`config.mk`:
```
export PLATFORM = sky130hd
export DESIGN_NAME = fetch_stage
export DESIGN_NICKNAME = d
export VERILOG_FILES = /design/src/rtl/sys_defs.sv /design/src/rtl/fetch_fifo.sv /design/src/rtl/fetch_stage.sv
export SDC_FILE = /design/constraint.sdc
export NUM_CORES = 1
export LEC_CHECK = 0
export CAP_MARGIN = 20
export CORE_MARGIN = 4
export CORE_UTILIZATION = 60
export DETAILED_ROUTE_END_ITERATION = 16
export DONT_BUFFER_PORTS = 1
export PLACE_DENSITY = 0.77
export SKIP_CTS_REPAIR_TIMING = 1
export SYNTH_ARGS = -nofsm -noshare
export SYNTH_HDL_FRONTEND = slang
export SYNTH_HIERARCHICAL = 1
export SYNTH_SLANG_ARGS = --single-unit
```
`constraint.sdc`:
```
create_clock -name clock -period 4.9 [get_ports clock]
set_clock_uncertainty 0.05 [all_clocks]
set_input_delay 0.49 -clock clock [delete_from_list [all_inputs] [get_ports clock]]
set_output_delay 0.49 -clock clock [all_outputs]
set_load 0.005 [all_outputs]
```
`src/rtl/sys_defs.sv`:
```
// Shared fetch/dispatch definitions: buffer depth default, WFI encoding,
// and the packet handed from fetch to decode/dispatch.
`ifndef SYS_DEFS_SV
`define SYS_DEFS_SV
`define FB_DEPTH 4
`define WFI 32'h10500073
`endif

package sys_defs;
  localparam int unsigned FB_DEPTH_DEF = `FB_DEPTH;
  localparam logic [31:0] WFI_INST     = `WFI;

  typedef struct packed {
    logic        valid;
    logic [31:0] inst;
    logic [31:0] PC;
    logic [31:0] NPC;
  } FETCH_DISPATCH_PACKET;
endpackage

```
`src/rtl/fetch_fifo.sv`:
```
// Circular fetch buffer: push at tail, pop at head, synchronous flush.
// The head entry is presented combinationally; an empty buffer shows all-zero.
module fetch_fifo
  import sys_defs::*;
#(
  parameter int unsigned DEPTH = FB_DEPTH_DEF
) (
  input  logic                         clock,
  input  logic                         reset,
  input  logic                         i_push,
  input  logic                         i_pop,
  input  logic                         i_flush,
  input  FETCH_DISPATCH_PACKET         i_data,
  output FETCH_DISPATCH_PACKET         o_data,
  output logic [$clog2(DEPTH+1)-1:0]   o_count
);
  localparam int unsigned PW = $clog2(DEPTH);
  localparam int unsigned CW = $clog2(DEPTH+1);

  FETCH_DISPATCH_PACKET r_mem [DEPTH];
  logic [PW-1:0] r_head, r_tail;
  logic [CW-1:0] r_count;

  // Pointers and occupancy; pointers wrap naturally since DEPTH is a power of two.
  always_ff @(posedge clock or posedge reset) begin
    if (reset) begin
      r_head  <= '0;
      r_tail  <= '0;
      r_count <= '0;
    end else if (i_flush) begin
      r_head  <= '0;
      r_tail  <= '0;
      r_count <= '0;
    end else begin
      if (i_push) r_tail <= r_tail + PW'(1);
      if (i_pop)  r_head <= r_head + PW'(1);
      case ({i_push, i_pop})
        2'b10:   r_count <= r_count + CW'(1);
        2'b01:   r_count <= r_count - CW'(1);
        default: r_count <= r_count;
      endcase
    end
  end

  // Entry storage; contents are don't-care while not counted, so no reset.
  always_ff @(posedge clock) begin
    if (i_push && !i_flush) r_mem[r_tail] <= i_data;
  end

  assign o_data  = (r_count != '0) ? r_mem[r_head] : '0;
  assign o_count = r_count;
endmodule

```
`src/rtl/fetch_stage.sv`:
```
// Instruction fetch: PC sequencing, icache request, WFI halt, and the
// fetch buffer feeding decode/dispatch with one cycle of latency.
module fetch_stage
  import sys_defs::*;
#(
  parameter int unsigned FB_DEPTH = FB_DEPTH_DEF,
  parameter logic [31:0] RESET_PC = 32'h0000_0000
) (
  input  logic                            clock,
  input  logic                            reset,
  output logic                            icache_req,
  output logic [31:0]                     icache_addr,
  input  logic                            icache_hit,
  input  logic [63:0]                     icache_data,
  input  logic                            redirect_valid,
  input  logic [31:0]                     redirect_pc,
  input  logic                            dispatch_ready,
  output FETCH_DISPATCH_PACKET            fetch_packet,
  output logic [$clog2(FB_DEPTH+1)-1:0]   fb_count,
  output logic                            fetch_halted
);
  localparam int unsigned CW = $clog2(FB_DEPTH+1);
  localparam logic [CW-1:0] FULL = CW'(FB_DEPTH);

  logic [31:0]          r_pc;
  logic                 r_halted;
  logic                 w_pop, w_push;
  logic [31:0]          w_inst;
  FETCH_DISPATCH_PACKET w_entry;

  // Redirect blocks both ends of the buffer for its cycle.
  assign w_pop      = (fb_count != '0) && dispatch_ready && !redirect_valid;
  assign icache_req = !reset && !redirect_valid && !r_halted &&
                      ((fb_count < FULL) || w_pop);
  assign w_push     = icache_req && icache_hit;

  assign icache_addr = {r_pc[31:3], 3'b000};
  assign w_inst      = r_pc[2] ? icache_data[63:32] : icache_data[31:0];
  assign w_entry     = '{valid: 1'b1, inst: w_inst, PC: r_pc, NPC: r_pc + 32'd4};

  // PC and halt state: redirect wins, otherwise advance on every accepted push.
  always_ff @(posedge clock or posedge reset) begin
    if (reset) begin
      r_pc     <= RESET_PC;
      r_halted <= 1'b0;
    end else if (redirect_valid) begin
      r_pc     <= {redirect_pc[31:2], 2'b00};
      r_halted <= 1'b0;
    end else if (w_push) begin
      r_pc <= r_pc + 32'd4;
      if (w_inst == WFI_INST) r_halted <= 1'b1;
    end
  end

  assign fetch_halted = r_halted;

  fetch_fifo #(.DEPTH(FB_DEPTH)) u_fifo (
    .clock   (clock),
    .reset   (reset),
    .i_push  (w_push),
    .i_pop   (w_pop),
    .i_flush (redirect_valid),
    .i_data  (w_entry),
    .o_data  (fetch_packet),
    .o_count (fb_count)
  );
endmodule
```
==> results by group, run 1 <==
Run status
  – Outcome: finished clean

Critical path
  – Reg-to-reg startpoint: r_pc[2]$_DFFE_PP0P_
  – Data required, critical path: between 5 and 6 ns
  – FF-to-FF setup slack: ~1.6 ns
  – Worst r2r dst: u_fifo/r_mem[0][28]$_DFFE_PP_
  – Crit-path leading delay family: simple AND/OR/NAND/NOR gates
  – Slowest stage delay, CP: a little under 1 ns
  – R2R cell count: 5
  – Startpoint types: flip-flop
  – Critical Path AT: roughly 3.5 ns
  – CP Capture Type: flip-flop
  – Crit-path max FO: 48
  – Worst setup path class: reg -> reg
  – CP Cell Sequence: ha_1, nand4_4, or2_1, nor4_4, xor2_1
  – Crit path buf inv count: 0
  – Critical-path top delay cell: dfrtp_2

Power and ir drop
  – Total power: around 8 mW
  – Peak supply drop: between 300 and 400 uV
  – P per Cell Area: between 300 and 400 nW/um2
  – Pint: about 6.2 mW
  – Net Sw Frac: 0.2171
  – Net switching power: 1.709 mW
  – Clock share of power: 0.401
  – Part of the power in registers: 0.535
  – Leak Pwr: about 6.3 nW
  – Combinational power share: 0.064

Detailed routing
  – Routed wire length: just under 40 mm
  – DR pass1 iterations: 5
  – DR WL/cell: about 27 um
  – Detailed-route vias per instance: approximately 6.4
  – Drt drc: 0
  – Number of DRC markers in iteration 0: 854
  – ANT nets after route: 0
  – Via count: 9188

Placement
  – HPWL Detailed: approximately 24 mm
  – RD Place Congestion: between 0.8 and 0.9
  – Number of buffers added on ports: 0
  – Cells after DPL: 1354

GRT
  – GR Overflow Total: 0
  – Largest net degree at the start of global routing: 56
  – Vias in the first global route: about 9500
  – First-pass GRT wire length: between 50 and 60 mm
  – Total track usage: 0.2312
  – Initial antenna violation count: 0

Clock tree
  – TritonCTS clock tree: yes
  – Bufs on Longest Clock Path: 3
  – Worst-path clk slew: ~0.06 ns
  – CTS sink cnt: 426
  – H-tree depth: 2
  – TritonCTS Buffers: 42
  – Root buf cell: clkbuf_16
  – Worst skew pair latency: around 0.53 ns

Floorplanning
  – Core Rows: 63
  – # IOs: ~240
  – Die area: approximately 33000 um2
  – Die height: about 180 um
  – Core footprint: just under 30000 um2
  – Initial cell density of the core: 0.6104
  – Die X: 182.1 um

Synthesis
  – Netlist cell types: 58
  – Yosys synthesis warning count: 6
  – Asr flop ratio synth: 0.08920
  – Post-Syn Instances: 1016
  – Synth top area share: 0.6406
  – Synth area leader: edfxtp_1
  – Post-synthesis sequential area ratio: 0.6929
  – EDFF count, synth: between 300 and 400
  – Commonest register cell after synthesis: edfxtp_1
  – Syn avg cell area: roughly 18 um2
  – Mapped cell area: 18190 um2
  – Largest cells by area after synthesis: edfxtp_1, mux4_2, dfrtp_1
  – Yosys reg bits: between 400 and 500

Final layout
  – Reg area: about 13000 um2
  – Finished Layout Cells: around 1400
  – Layout cells sized above 1: 0.2138
  – Multi-input gate area in the final layout: between 5000 and 6000 um2
  – Final #Nets: around 1100
  – Fill count: 1931
  – P&R area growth vs syn: 9.005%
  – Most common cell after layout, fill and taps aside: edfxtp_1
  – Finished Core Util: 0.6654
  – Commonest non-fill, non-tap cells in the layout: edfxtp_1, nor2b_1, mux4_2, clkbuf_16, dfrtp_1

Timing
  – Fmax: roughly 300 MHz
  – Count of final setup violators: 0
  – Final Cycle Share: 0.6721
  – Worst slew pin tran: about 1.1 ns
  – Tmin final: ~3.3 ns
  – Final slew viol count: 0
  – Setup_tns: 0 ns
  – Worst slew margin: 0.2926
  – Hold slack: 0.03643 ns
  – Endpoints failing hold: 0
  – RSZ-0062 raised after global routing: no

Flow run
  – Max Cap Viol: 0

Worst hold path
  – Number of cells on the worst hold path: 2
  – Path category of the worst min-delay check: in -> reg
  – Hold Crit Endpoint: r_pc[3]$_DFFE_PP0P_
  – Hold wc startpoint: redirect_pc[3]
synthesized netlist by cell type, types with 3 or more instances:
| cell | n |
|---|---|
| nand3_1 | 22 |
| buf_2 | 20 |
| a221o_1 | 14 |
| and2_1 | 5 |
| a21oi_1 | 4 |
| nand2_1 | 25 |
| o21ai_1 | 8 |
| and3_1 | 6 |
| nand4_1 | 9 |
| edfxtp_1 | 388 |
| o21ai_0 | 17 |
| xnor2_1 | 19 |
| buf_1 | 5 |
| o311ai_1 | 4 |
| nor3_1 | 8 |
| nor4_1 | 9 |
| nor3b_1 | 8 |
| nor2b_1 | 100 |
| nor4_4 | 4 |
| dfrtp_1 | 38 |
| a41oi_1 | 3 |
| inv_1 | 8 |
| mux4_2 | 97 |
| mux2_2 | 32 |
| ha_1 | 5 |
| nor2_1 | 25 |
| xor2_1 | 14 |
| a22o_1 | 4 |
| clkbuf_1 | 25 |
| buf_6 | 4 |
| a22oi_1 | 3 |
| a21o_1 | 6 |
| mux2i_1 | 4 |
| buf_4 | 36 |
| nor4b_1 | 6 |
metrics by stage:
| step | worst slack, ns | cell area, um2 |
|---|---|---|
| 4_1_cts | 1.504 | 19800 |
| 2_1_floorplan | 0.4843 | 18270 |
| 6_report | 1.607 | 19830 |
| 3_3_place_gp | 1.781 | 18450 |
| 3_5_place_dp | 1.655 | 18450 |
| 5_1_grt | 1.392 | 19820 |
worst reg2reg max path: stages, from the launching register on:
cell and delay (ns):
dfrtp_2 0.98, ha_1 0.44, nand4_4 0.19, or2_1 0.49, nor4_4 0.44, xor2_1 0.45
cells by family after synthesis:
group | count (synthesis) | share of synthesized area
AOI/OAI and AO/OA | 68 | 0.02669
adders and majority gates | 6 | 0.004540
muxes | 133 | 0.1421
xor gates and xnor gates | 33 | 0.01589
buffers and inverters | 98 | 0.03068
DFF | 426 | 0.6929
and+or+nand+nor | 250 | 0.08681
other | 2 | 0.0004129
power by group through the flow:
stage | registers [mW] | logic (mW) | clock network [mW]
2_1_floorplan | 4.22 | 0.455 | 0
3_3_place_gp | 4.29 | 0.492 | 0
3_5_place_dp | 4.29 | 0.510 | 0
4_1_cts | 4.22 | 0.513 | 3.20
5_1_grt | 4.23 | 0.557 | 3.38
6_report | 4.21 | 0.505 | 3.15
per-layer routing:
metal,vias up,track usage,share of wire
met5,-,0,0
li1,3964,-,-
met4,0,0.05704,0.020
met1,4754,0.3152,0.40
met3,53,0.06239,0.088
met2,417,0.3792,0.49
state kept, by name, summed over array words and instances (netlist names):
| name | cells |
|---|---|
| u_fifo/r_head | 2 |
| u_fifo/r_tail | 2 |
| u_fifo/r_mem | 388 |
| u_fifo/o_count | 3 |
| fetch_halted | 1 |
| r_pc | 30 |
worst max path at each step:
stage                                  start                       endpoint  slack, ns  depth (start not counted)
2_1_floorplan  u_fifo/o_count[2]$_DFFE_PP0P_   u_fifo/r_mem[0][0]$_DFFE_PP_       0.48                          7
3_3_place_gp             r_pc[2]$_DFFE_PP0P_  u_fifo/r_mem[0][28]$_DFFE_PP_       1.78                          5
3_5_place_dp             r_pc[2]$_DFFE_PP0P_  u_fifo/r_mem[2][28]$_DFFE_PP_       1.65                          5
4_1_cts         u_fifo/r_head[0]$_DFFE_PP0P_               fetch_packet[84]       1.50                          3
5_1_grt         u_fifo/r_head[0]$_DFFE_PP0P_               fetch_packet[84]       1.39                          3
6_report                 r_pc[2]$_DFFE_PP0P_  u_fifo/r_mem[0][28]$_DFFE_PP_       1.61                          5
final cells by class:
cell class,instances,area share
antenna,1,0.0001262
clock buffer,66,0.06178
clock inverter,11,0.006626
inverter,8,0.001515
multi-input combinational,513,0.2587
sequential,426,0.6361
tap,390,0.02461
timing repair buffer,19,0.01060
No activity file was read; power rests on OpenSTA's default activity.
==> run 2: changes to the inputs <==
--- a/config.mk
+++ b/config.mk
@@ -7,7 +7,7 @@
 export LEC_CHECK = 0
 export CAP_MARGIN = 20
 export CORE_MARGIN = 4
-export CORE_UTILIZATION = 60
+export CORE_UTILIZATION = 58
 export DETAILED_ROUTE_END_ITERATION = 16
 export DONT_BUFFER_PORTS = 1
 export PLACE_DENSITY = 0.77
==> constraint.sdc (replaced) <==
create_clock -name clock -period 2.65 [get_ports clock]
set_clock_uncertainty 0.05 [all_clocks]
set_input_delay 0.265 -clock clock [delete_from_list [all_inputs] [get_ports clock]]
set_output_delay 0.265 -clock clock [all_outputs]
set_load 0.005 [all_outputs]
==> results by group, run 2 (synthesis gave the netlist of run 1 again) <==
Run status
  – Outcome: complete, but fails checks
  – Failing checks: hold timing

Floorplanning
  – Die area: approximately 34000 um2
  – Die X: ~190 um
  – # IOs: 235
  – Initial cell density of the core: 0.5915
  – Die height: ~190 um
  – Core Rows: 64
  – Core footprint: just over 30000 um2

Final layout
  – Final #Nets: 1246
  – Top reg by flops: u_fifo/r_mem
  – Layout cells sized above 1: 0.2257
  – N_diodes: 0
  – Commonest non-fill, non-tap cells in the layout: edfxtp_1, nor2b_1, mux4_2, dlygate4sd3_1, clkbuf_16
  – Final instance area: about 21000 um2
  – Max FFs per register: just under 400
  – P&R area growth vs syn: 16.49%
  – Most common cell after layout, fill and taps aside: edfxtp_1

Placement
  – Number of buffers added on ports: 0
  – HPWL Detailed: roughly 25 mm
  – Placed cell areas: 18780 um2
  – Pre-CTS WS: roughly 0.21 ns
  – RD Place Congestion: around 0.79

Clock tree
  – H-tree depth: 2
  – TritonCTS clock tree: yes
  – Worst skew pair latency: approximately 0.54 ns
  – CTS sink cnt: ~430
  – Root buf cell: clkbuf_16
  – Worst-path clk slew: around 0.060 ns
  – TritonCTS Buffers: 44
  – Bufs on Longest Clock Path: 3

Timing
  – Final Cycle Share: 0.9300
  – Final slew viol count: 0
  – Fmax: around 400 MHz
  – Hold slack: -0.009779 ns
  – RSZ-0062 raised after global routing: no
  – Worst slew margin: 0.3646
  – Worst slew pin tran: 0.9496 ns
  – Count of final setup violators: 0
  – Tmin final: 2.465 ns
  – Endpoints failing hold: 4
  – Setup WS post-layout: 0.1855 ns

GRT
  – Total track usage: 0.2262
  – Largest net degree at the start of global routing: 61
  – Vias in the first global route: 9556
  – GR Overflow Total: 0
  – First-pass GRT wire length: 58.27 mm
  – Initial antenna violation count: 1

Power and ir drop
  – Leak Pwr: 6.932 nW
  – P per Cell Area: approximately 700 nW/um2
  – Peak supply drop: roughly 570 uV

Detailed routing
  – Number of DRC markers in iteration 0: ~740
  – DR WL/cell: 25.81 um
  – DR pass1 iterations: 5
  – Routed wire length: between 40 and 50 mm
  – ANT nets after route: 0
  – Drt drc: 0
  – Via count: 9702
  – Detailed-route vias per instance: slightly above 6

Critical path
  – Worst setup path class: reg -> reg
  – Critical Path AT: between 2 and 3 ns
  – Startpoint types: flip-flop
  – Crit-path leading delay family: simple AND/OR/NAND/NOR gates
  – CP Capture Type: flip-flop
  – Slowest stage delay, CP: about 0.50 ns
  – Data required, critical path: between 2 and 3 ns
  – Crit-path max FO: 9
  – Crit path buf inv count: 0
  – CP Cell Sequence: ha_1, nand4_4, or2_1, nor4_4, xor2_1
  – Critical-path top delay cell: dfrtp_2

Flow run
  – Max Cap Viol: 0

Worst hold path
  – Path category of the worst min-delay check: in -> reg
[run 2: layer usage]
metal / GRT usage / vias to the layer above / share of wire
met1: 0.3038 / 5016 / 0.38
met2: 0.3672 / 416 / 0.51
li1: - / 4209 / -
met5: 0 / - / 0
met4: 0.06665 / 0 / 0.023
met3: 0.06540 / 61 / 0.085
[run 2: metrics by stage]
| stage | utilization | cells | TNS, ns | power (mW) |
|---|---|---|---|---|
| global placement | 0.6107 | 1387 | 0 | 8.889 |
| global route | 0.6890 | 1570 | 0 | 15.36 |
| floorplan | - | 1037 | 0 | 8.637 |
| CTS | 0.6553 | 1468 | -0.2430 | 14.73 |
| detailed placement | 0.6107 | 1387 | 0 | 8.934 |
| finish | 0.6890 | 1570 | 0 | 14.82 |
[run 2: worst paths after layout]
kind	startpoint	slack, ns	to	cells past startpoint
worst min-delay path	icache_data[20]	-0.01	u_fifo/r_mem[1][84]$_DFFE_PP_	1
worst max-delay path	r_pc[2]$_DFFE_PP0P_	0.19	u_fifo/r_mem[1][30]$_DFFE_PP_	5
worst min register to register	u_fifo/r_tail[1]$_DFFE_PP0P_	0.58	u_fifo/r_tail[1]$_DFFE_PP0P_	2
worst max register to register	r_pc[2]$_DFFE_PP0P_	0.19	u_fifo/r_mem[1][30]$_DFFE_PP_	5
min in group asynchronous	reset	0.12	u_fifo/o_count[2]$_DFFE_PP0P_	2
max in group asynchronous	reset	1.52	r_pc[2]$_DFFE_PP0P_	3
[run 2: power by group]
group	leakage, nW	switching (mW)	internal, mW	total [mW]
sequential	3.98	0.162	7.54	7.71
clock	0.667	2.44	3.41	5.85
combinational	2.29	0.701	0.570	1.27
[run 2: layout make-up]
cell class	instances	area, um2
Multi-Input combinational cell	513	5136
Inverter	8	30.03
Clock inverter	26	207.7
Fill cell	1968	9562
Clock buffer	55	1164
Timing Repair Buffer	146	1544
Sequential cell	426	12610
Tap cell	396	495.5
==> run 3: changes to the inputs <==
--- a/config.mk
+++ b/config.mk
@@ -10,8 +10,10 @@
 export CORE_UTILIZATION = 58
 export DETAILED_ROUTE_END_ITERATION = 16
 export DONT_BUFFER_PORTS = 1
+export GPL_TIMING_DRIVEN = 0
 export PLACE_DENSITY = 0.77
 export SKIP_CTS_REPAIR_TIMING = 1
+export SLEW_MARGIN = 5
 export SYNTH_ARGS = -nofsm -noshare
 export SYNTH_HDL_FRONTEND = slang
 export SYNTH_HIERARCHICAL = 1
==> results by group, run 3 (synthesis gave the netlist of run 1 again) <==
Clock tree
  – TritonCTS clock tree: yes
  – TritonCTS Buffers: between 40 and 50
  – H-tree depth: 2
  – CTS sink cnt: 426
  – Bufs on Longest Clock Path: 3
  – Worst skew pair latency: 0.53 ns
  – Worst-path clk slew: ~0.06 ns
  – Root buf cell: clkbuf_16

Power and ir drop
  – P per Cell Area: 697.9 nW/um2
  – Peak supply drop: 576.2 uV
  – Leak Pwr: roughly 7.2 nW
  – Total power: 15.14 mW

Floorplanning
  – Initial cell density of the core: 0.5915
  – Die height: between 150 and 200 um
  – Core Rows: 64
  – Die area: about 34000 um2
  – Die X: 185.1 um
  – Core footprint: between 30000 and 40000 um2
  – # IOs: 235

Critical path
  – Data required, critical path: roughly 2.9 ns
  – Critical Path Sink: u_fifo/r_mem[0][75]$_DFFE_PP_
  – Critical Path AT: 2.84 ns
  – Worst r2r dst: u_fifo/r_mem[0][75]$_DFFE_PP_
  – Worst setup startpoint: r_pc[2]$_DFFE_PP0P_
  – R2R cell count: 3
  – CP Capture Type: flip-flop
  – Worst setup path class: reg -> reg
  – Crit-path max FO: 11
  – Reg-to-reg startpoint: r_pc[2]$_DFFE_PP0P_
  – FF-to-FF setup slack: 0.02 ns
  – Startpoint types: flip-flop

Timing
  – Setup WS post-layout: about 0.024 ns
  – Fmax: between 300 and 400 MHz
  – Worst slew margin: 0.4289
  – Final slew viol count: 0
  – Final Cycle Share: 0.9911
  – Count of final setup violators: 0
  – Setup_tns: 0 ns
  – Worst slew pin tran: between 0.8 and 0.9 ns
  – Endpoints failing hold: 0
  – Tmin final: 2.626 ns

Detailed routing
  – Via count: about 10000
  – DR WL/cell: approximately 29 um
  – Routed wire length: 46.64 mm
  – DR pass1 iterations: 7
  – Drt drc: 0
  – Number of DRC markers in iteration 0: 1062
  – ANT nets after route: 0
  – Detailed-route vias per instance: roughly 6.4

Final layout
  – Most common cell after layout, fill and taps aside: edfxtp_1
  – Layout cells sized above 1: 0.2579
  – Top reg by flops: u_fifo/r_mem
  – Commonest non-fill, non-tap cells in the layout: edfxtp_1, nor2b_1, mux4_2, dlygate4sd3_1, clkbuf_16
  – Finished Core Util: 0.7056
  – Final instance area: around 22000 um2
  – Max FFs per register: 388
  – P&R area growth vs syn: 19.29%
  – Final #Nets: approximately 1300

Placement
  – Placed cell areas: around 19000 um2
  – RD Place Congestion: 0.8607
  – HPWL Detailed: between 20 and 30 mm
  – Pre-CTS WS: -0.6687 ns
  – Number of buffers added on ports: 0

GRT
  – Initial antenna violation count: 2
  – GR Overflow Total: 0
  – First-pass GRT wire length: 61.38 mm
  – Total track usage: 0.2414
  – Largest net degree at the start of global routing: between 50 and 60
  – Vias in the first global route: between 9000 and 10000

Worst hold path
  – Path category of the worst min-delay check: in -> reg

Run status
  – Outcome: finished clean

Flow run
  – Max Cap Viol: 0
[run 3: cell types whose count changed in the layout (fill, tap and decap cells not counted), moves of 6 or more]
| cell | previous run | this run |
|---|---|---|
| buf_4 | 35 | 43 |
| buf_16 | 0 | 6 |
| buf_6 | 0 | 9 |
| buf_2 | 0 | 16 |
| buf_12 | 17 | 2 |
| clkbuf_2 | 0 | 9 |
| and2_4 | 4 | 10 |
| clkbuf_1 | 10 | 23 |
[run 3: metal layers]
metal / share of wire / GRT usage / wire (um)
met2: 0.52 / 0.3992 / 24130
met1: 0.37 / 0.3312 / 17040
met4: 0.026 / 0.07046 / 1232
met3: 0.091 / 0.05067 / 4241
met5: 0 / 0 / 0
[run 3: area by class of cell]
type,instances,area (um2)
fillers,1875,9052
flip-flops and latches,426,12600
inverters,8,30.03
plain buffers,90,564.3
clock buffers,56,1197
well taps,396,495.5
diodes,3,7.507
repair buffers,116,1349
multi-input cells,520,5225
clock inverters,21,224.0
[run 3: metrics by stage]
stage	instances	hold slack (ns)
after floorplan	1037	0.01840
after global placement	1433	0.05866
after detailed placement	1439	0.07090
after CTS	1516	-0.4919
after global routing	1635	0.0001764
final	1636	0.02085
[run 3: worst min-delay path by stage]
stage / slack [ns] / to / cells past startpoint / start
floorplan: 0.02 / u_fifo/o_count[0]$_DFFE_PP0P_ / 1 / reset
global placement: 0.06 / u_fifo/o_count[0]$_DFFE_PP0P_ / 1 / reset
detailed placement: 0.07 / u_fifo/o_count[0]$_DFFE_PP0P_ / 1 / reset
CTS: -0.49 / u_fifo/o_count[2]$_DFFE_PP0P_ / 1 / reset
global route: 0.0002 / u_fifo/r_mem[1][84]$_DFFE_PP_ / 1 / icache_data[52]
finish: 0.02 / u_fifo/r_mem[2][92]$_DFFE_PP_ / 1 / icache_data[28]
[run 3: worst max-delay path, cell delays in order, from the launching register on]
cell and delay (ns):
dfrtp_2 0.51, clkbuf_1 0.60, clkbuf_1 0.71, mux2_2 0.48
[run 3: report_power, final]
group | internal, mW | switching [mW] | total, mW | leakage, nW
clock network | 3.66 | 2.41 | 6.07 | 0.700
logic | 0.584 | 0.755 | 1.34 | 2.56
registers | 7.54 | 0.189 | 7.73 | 3.98
